--- config.mk ---
export PLATFORM = sky130hd
export DESIGN_NAME = exe_muldiv
export DESIGN_NICKNAME = d
export VERILOG_FILES = /design/src/rtl/exe_muldiv.sv
export SDC_FILE = /design/constraint.sdc
export NUM_CORES = 1
export LEC_CHECK = 0
export ABC_CLOCK_PERIOD_IN_PS = 4800
export BUFFER_PORTS_ARGS = -buffer_cell sky130_fd_sc_hd__buf_2
export CAP_MARGIN = 20
export CORE_ASPECT_RATIO = 0.5
export CORE_MARGIN = 5
export CORE_UTILIZATION = 45
export DETAILED_ROUTE_END_ITERATION = 16
export GPL_TIMING_DRIVEN = 0
export SYNTH_ARGS = -nofsm -noshare
export SYNTH_HDL_FRONTEND = slang
export SYNTH_SLANG_ARGS = --single-unit
--- constraint.sdc ---
create_clock -name clk -period 4.8 [get_ports clk]
set_input_delay 0.48 -clock clk [delete_from_list [all_inputs] [get_ports clk]]
set_output_delay 0.48 -clock clk [all_outputs]
set_load 0.05 [all_outputs]
--- src/rtl/exe_muldiv.sv ---
`default_nettype none
// ============================================================================
//  Module   : exe_muldiv
//  Purpose  : Iterative radix-2 multiply/divide unit for the execute stage.
//             Implements MUL/MULH/MULHSU/MULHU/DIV/DIVU/REM/REMU over XLEN
//             bits, one step per clock, one operation in flight.
//  Revision : 1.0  initial release
// ============================================================================
module exe_muldiv #(
  parameter int XLEN = 32,
  parameter int RD_W = 5
) (
  input  logic            clk,
  input  logic            rst,
  input  logic            in_valid,
  output logic            in_ready,
  input  logic [2:0]      funct3,
  input  logic [XLEN-1:0] rs1,
  input  logic [XLEN-1:0] rs2,
  input  logic [RD_W-1:0] rd,
  input  logic            flush,
  output logic            out_valid,
  input  logic            out_ready,
  output logic [RD_W-1:0] out_rd,
  output logic [XLEN-1:0] out_data,
  output logic            busy
);

  localparam int               CNT_W    = $clog2(XLEN) + 1;
  localparam logic [CNT_W-1:0] CNT_INIT = CNT_W'(XLEN);
  localparam logic [CNT_W-1:0] CNT_ONE  = CNT_W'(1);
  localparam logic [XLEN-1:0]  MIN_INT  = {1'b1, {(XLEN-1){1'b0}}};

  typedef enum logic [1:0] {
    IDLE = 2'd0,
    MUL  = 2'd1,
    DIV  = 2'd2,
    DONE = 2'd3
  } state_t;

  state_t              r_state;
  logic [1:0]          r_op;      // funct3[1:0]; MUL vs DIV is carried by the state
  logic                r_neg;     // negate the final result
  logic [CNT_W-1:0]    r_cnt;     // iterations still to run
  logic [2*XLEN-1:0]   r_prod;    // {partial product, remaining multiplier bits}
  logic [XLEN-1:0]     r_mcand;   // multiplicand magnitude
  logic [XLEN-1:0]     r_rem;     // partial remainder
  logic [XLEN-1:0]     r_quo;     // dividend bits shifting out, quotient bits shifting in
  logic [XLEN-1:0]     r_dvsr;    // divisor magnitude

  // Operand decode at issue time
  logic            w_s1_signed, w_s2_signed, w_s1, w_s2, w_neg;
  logic            w_div0, w_ovf, w_accept, w_last;
  logic [XLEN-1:0] w_mag1, w_mag2;

  assign w_s1_signed = (funct3 == 3'b001) || (funct3 == 3'b010) ||
                       (funct3 == 3'b100) || (funct3 == 3'b110);
  assign w_s2_signed = (funct3 == 3'b001) || (funct3 == 3'b100) || (funct3 == 3'b110);
  assign w_s1        = w_s1_signed && rs1[XLEN-1];
  assign w_s2        = w_s2_signed && rs2[XLEN-1];
  assign w_mag1      = w_s1 ? -rs1 : rs1;
  assign w_mag2      = w_s2 ? -rs2 : rs2;
  // Remainder follows the dividend sign; everything else follows the sign product
  assign w_neg       = (funct3[2] && funct3[1]) ? w_s1 : (w_s1 ^ w_s2);
  assign w_div0      = (rs2 == '0);
  assign w_ovf       = !funct3[0] && (rs1 == MIN_INT) && (rs2 == '1);

  assign in_ready = (r_state == IDLE) && !flush && !rst;
  assign busy     = (r_state != IDLE);
  assign w_accept = in_valid && in_ready;
  assign w_last   = (r_cnt == CNT_ONE);

  // Shift-add multiply step
  logic [XLEN-1:0]   w_mul_add;
  logic [XLEN:0]     w_mul_sum;
  logic [2*XLEN-1:0] w_prod_next, w_prod_fix;
  logic [XLEN-1:0]   w_mul_res;

  assign w_mul_add   = r_prod[0] ? r_mcand : '0;
  assign w_mul_sum   = {1'b0, r_prod[2*XLEN-1:XLEN]} + {1'b0, w_mul_add};
  assign w_prod_next = {w_mul_sum, r_prod[XLEN-1:1]};
  // The whole double-width product is negated before a half is picked
  assign w_prod_fix  = r_neg ? -w_prod_next : w_prod_next;
  assign w_mul_res   = (r_op == 2'b00) ? w_prod_fix[XLEN-1:0] : w_prod_fix[2*XLEN-1:XLEN];

  // Restoring divide step on an XLEN+1-bit partial remainder. Since the
  // remainder stays below the divisor, the shifted value is below twice the
  // divisor and bit XLEN of the difference is a clean borrow flag.
  logic [XLEN:0]   w_div_part, w_div_diff;
  logic            w_div_ge;
  logic [XLEN-1:0] w_rem_next, w_quo_next, w_div_raw, w_div_res;

  assign w_div_part = {r_rem, r_quo[XLEN-1]};
  assign w_div_diff = w_div_part - {1'b0, r_dvsr};
  assign w_div_ge   = !w_div_diff[XLEN];
  assign w_rem_next = w_div_ge ? w_div_diff[XLEN-1:0] : w_div_part[XLEN-1:0];
  assign w_quo_next = {r_quo[XLEN-2:0], w_div_ge};
  assign w_div_raw  = r_op[1] ? w_rem_next : w_quo_next;
  assign w_div_res  = r_neg ? -w_div_raw : w_div_raw;

  // Control FSM and datapath registers; flush outranks everything but reset
  always_ff @(posedge clk) begin
    if (rst) begin
      r_state   <= IDLE;
      r_op      <= '0;
      r_neg     <= 1'b0;
      r_cnt     <= '0;
      r_prod    <= '0;
      r_mcand   <= '0;
      r_rem     <= '0;
      r_quo     <= '0;
      r_dvsr    <= '0;
      out_valid <= 1'b0;
      out_data  <= '0;
      out_rd    <= '0;
    end else if (flush) begin
      r_state   <= IDLE;
      out_valid <= 1'b0;
    end else begin
      case (r_state)
        IDLE: begin
          if (w_accept) begin
            r_op   <= funct3[1:0];
            r_neg  <= w_neg;
            out_rd <= rd;
            r_cnt  <= CNT_INIT;
            if (!funct3[2]) begin
              r_state <= MUL;
              r_prod  <= {{XLEN{1'b0}}, w_mag1};
              r_mcand <= w_mag2;
            end else if (w_div0) begin
              r_state   <= DONE;
              out_valid <= 1'b1;
              out_data  <= funct3[1] ? rs1 : '1;
            end else if (w_ovf) begin
              r_state   <= DONE;
              out_valid <= 1'b1;
              out_data  <= funct3[1] ? '0 : MIN_INT;
            end else begin
              r_state <= DIV;
              r_rem   <= '0;
              r_quo   <= w_mag1;
              r_dvsr  <= w_mag2;
            end
          end
        end
        MUL: begin
          r_prod <= w_prod_next;
          r_cnt  <= r_cnt - CNT_ONE;
          if (w_last) begin
            r_state   <= DONE;
            out_valid <= 1'b1;
            out_data  <= w_mul_res;
          end
        end
        DIV: begin
          r_rem <= w_rem_next;
          r_quo <= w_quo_next;
          r_cnt <= r_cnt - CNT_ONE;
          if (w_last) begin
            r_state   <= DONE;
            out_valid <= 1'b1;
            out_data  <= w_div_res;
          end
        end
        DONE: begin
          if (out_ready) begin
            r_state   <= IDLE;
            out_valid <= 1'b0;
          end
        end
        default: r_state <= IDLE;
      endcase
    end
  end

endmodule
`default_nettype wire
==> results.json <==
{
  "outcome": "complete, but fails checks",
  "violations": "setup timing",
  "synth-async-reset-ratio_pct": 0,
  "clockBufferDepth": 3,
  "grtUsageTotal_pct": 36.46,
  "critical_path.max_fanout": 7,
  "detailedRoute.firstPassIterationCount": 6,
  "dieWidth_microns": 306.7,
  "fin_ws_ps": -128.9,
  "yosys_warnings": 0,
  "start_util_pct": 45.52,
  "grt-ovfl-total": 0,
  "post_synthesis_area_per_instance_sq_um": 6.979,
  "die_height_microns": 158.4,
  "leakage_nw": 8.809,
  "iteration_0_drc_markers": 3412,
  "final_layout_size_suffix_gt1_share_pct": 15.79,
  "seq_cells_post_synth": 241,
  "final.fill_count": 4388,
  "crit_buf_inv": 6,
  "power_density_mw_per_mm2": 264.0,
  "total_die_area_sq_mm": 0.04857,
  "timing.setup.critical_path_class": "flip-flop to flip-flop",
  "postLayoutCellArea_sq_mm": 0.02372,
  "grt_setup_unrepaired": "yes",
  "via_count": 23390,
  "dp_hpwl_microns": 73720,
  "clk_slew_on_worst_s_h_paths_ps": 70,
  "synth-main-ff-cell": "dfxtp_1",
  "syn_nets": 2993,
  "maxClockFrequency_ghz": 0.2029,
  "root_buf_cell": "clkbuf_16",
  "finish.net_count": 3185,
  "fin_worst_skew_ps": 11.43,
  "worst_setup_path_end_kind": "flip-flop",
  "drt-vias-per-instance": 6.430,
  "postSynthCellCount": 2838,
  "critical_path.max_stage_delay_ps": 440,
  "setup-violations-final": 8,
  "maximum_number_of_pins_on_one_net_before_global_route_repair": 15,
  "cts_inserted_buffers": 25,
  "clk-insertion-delay-late_ps": 560,
  "area_growth_pct": 19.76,
  "cts_sinks": 241,
  "first_pass_grt_wire_length_microns": 134200,
  "hold-worst-slack_ps": 150.5,
  "min_period_over_period_pct": 102.7,
  "synth-edff-count": 0,
  "grt_pass1_vias": 20190,
  "finalHoldViolations": 0,
  "wirelength_microns": 94960,
  "floorplan.core_area_sq_mm": 0.04351,
  "slew_violations": 0,
  "max_slew_margin_pct": 22.41,
  "gp_congestion": 1.042,
  "grt_antenna_before_repair": 9,
  "vdd.ir_drop.worst_v": 0.0003118,
  "port-buffer-count": 114,
  "tightest_slew_ps": 1157,
  "delay_heaviest_family_cp": "compound AO/OA/AOI/OAI gates",
  "netlist-cell-type-count": 92,
  "period_minus_slack_ps": 4929,
  "synth_seq_area_share_pct": 24.36,
  "timing.critical_path.arrival_ps": 5430,
  "htree_levels": 1,
  "rows": 54,
  "drv_cap": 0,
  "post-route-drc-count": 0,
  "post_dp_cell_area_sq_mm": 0.02119,
  "io_pins": 117,
  "holdBufCountCts": 0,
  "cells_traversed_along_the_worst_timing_path": "inv_1 -> ha_2 -> o211ai_1 -> a21oi_4 -> o31a_1 -> buf_6 -> a21o_4 -> a311o_1 -> clkbuf_8 -> nand2_8 -> clkbuf_16 -> o21ai_4 -> mux2i_2 -> ha_2 -> nand3_2 -> or4_4 -> nand3_4 -> buf_6 -> nand2_8 -> buf_4 -> o41ai_4 -> xor2_1 -> o211ai_1 -> nand3_1",
  "ant_nets": 0,
  "slowest_library_cell_on_the_worst_path": "or4_4",
  "cts_tree": "done",
  "min_path_type": "input port to flip-flop",
  "syn_area_sq_mm": 0.01981,
  "average_wire_length_per_cell_after_detail_routing_microns": 26.10,
  "crit_path_start_kind": "flip-flop",
  "crit_required_ps": 5300
}
[metrics by stage]
stage | TNS (ps) | utilization, % | worst slack (ps) | total power [mW] | std cells
after global routing | -1527 | 54.52 | -192.8 | 6.411 | 3638
after floorplan | 0 | - | 62.52 | 3.003 | 2838
after detailed placement | -41170 | 48.69 | -1638 | 3.592 | 3546
after CTS | 0 | 52.78 | 6.163 | 6.028 | 3604
final | -466.6 | 54.52 | -128.9 | 6.264 | 3638
after global placement | -105330 | 48.56 | -1654 | 3.588 | 3540
[worst register-to-register path, delay by kind of cell (launching register included)]
family / cells / cell delay, ps
AOI/OAI and AO/OA: 8 / 1660
xor gates and xnor gates: 1 / 290
adders and majority gates: 2 / 590
buffers and inverters: 6 / 930
DFF: 1 / 320
muxes: 1 / 210
and+or+nand+nor: 6 / 890
[layout make-up]
cell class | instances | area (sq um) | area share [%]
diodes | 3 | 7.507 | 0.03165
plain buffers | 169 | 804.5 | 3.392
clock buffers | 34 | 729.5 | 3.075
clock inverters | 10 | 205.2 | 0.8650
inverters | 76 | 287.8 | 1.213
multi-input cells | 2327 | 14940 | 62.99
flip-flops and latches | 241 | 4851 | 20.45
well taps | 588 | 735.7 | 3.101
repair buffers | 190 | 1157 | 4.879
[cell families (layout without fill, tap and decap cells)]
kind of cell             after synthesis  count (layout)  synth area share, %
flip-flops                           241             241                24.36
other                                  0               3                    0
AND/OR/NAND/NOR                     1130            1130                26.57
buffers and inverters                271             479                5.533
multiplexers                          37              37                1.958
XOR/XNOR                             177             177                7.826
adder cells (fa/ha/maj)               78              78                5.003
AO/OA/AOI/OAI                        904             905                28.75
[state kept, by name, indices dropped and copies added, names as in the netlist]
name       count
out_data      32
out_rd         5
out_valid      1
r_cnt          6
r_dvsr        32
r_mcand       32
r_neg          1
r_op           2
r_prod        64
r_quo         32
r_rem         32
r_state        2
[cell usage after synthesis (all sizes together), types with 32 or more instances]
cell type	n	area (sq um)
nand2	429	1613
nor3	78	395.4
xnor2	105	919.6
nand3	69	345.3
and2	57	356.6
a21oi	269	1346
o31ai	35	262.8
xor2	72	630.6
nor2	276	1036
a211oi	85	638.1
ha	76	950.9
nand4	32	200.2
dfxtp	241	4825
o21ai	244	1229
clkbuf	183	719.4
inv	74	277.8
[path summary, 6_finish.rpt]
| path | start | end | slack (ps) | cells after the start |
|---|---|---|---|---|
| worst max-delay path | r_dvsr[5]$_SDFFE_PP0P_ | out_data[18]$_SDFFE_PP0P_ | -130 | 24 |
| worst min-delay path | rd[3] | out_rd[3]$_SDFFE_PP0P_ | 150 | 3 |
| worst max register to register | r_dvsr[5]$_SDFFE_PP0P_ | out_data[18]$_SDFFE_PP0P_ | -130 | 24 |
| worst min register to register | out_data[26]$_SDFFE_PP0P_ | out_data[26]$_SDFFE_PP0P_ | 440 | 2 |
[power by group]
part           total (mW)  switching (mW)  internal, mW
Combinational        1.88            1.24         0.637
Sequential           2.07          0.0327          2.03
Clock                2.32           0.938          1.38
Total                6.26            2.21          4.05
[timing repair]
item,CTS,global route
cloned,1,0
setup buffers,30,41
gates resized for setup,156,110
pin swaps,24,43
endpoints found under the setup margin,46,54
[layer usage]
layer	vias up	share of wire, %	GRT usage, %
met5	-	0.019	0
met4	4	3.2	8.594
met3	209	13	10.55
met2	1353	39	52.10
met1	11200	45	53.88
li1	10630	-	-
[cells in the final DEF (no fill, tap or decap), drive strengths merged, types with 9 or more instances in the layout]
master   instances
a211o           14
a211oi          85
a21o            25
a21oi          269
a221oi           9
a22oi           30
a311oi           9
a31oi           28
and2            57
and3            14
buf            200
clkbuf         191
dfxtp          241
ha              76
inv             74
mux2            14
mux2i           23
nand2          429
nand2b          23
nand3           69
nand4           32
nor2           276
nor2b           17
nor3            78
nor4            31
o2111ai          9
o211ai          15
o21a            21
o21ai          244
o221ai          11
o31ai           35
o41ai           20
or2             20
or3             27
or4             18
xnor2          105
xor2            72
Note: power is estimated with default switching activity, not from simulation.
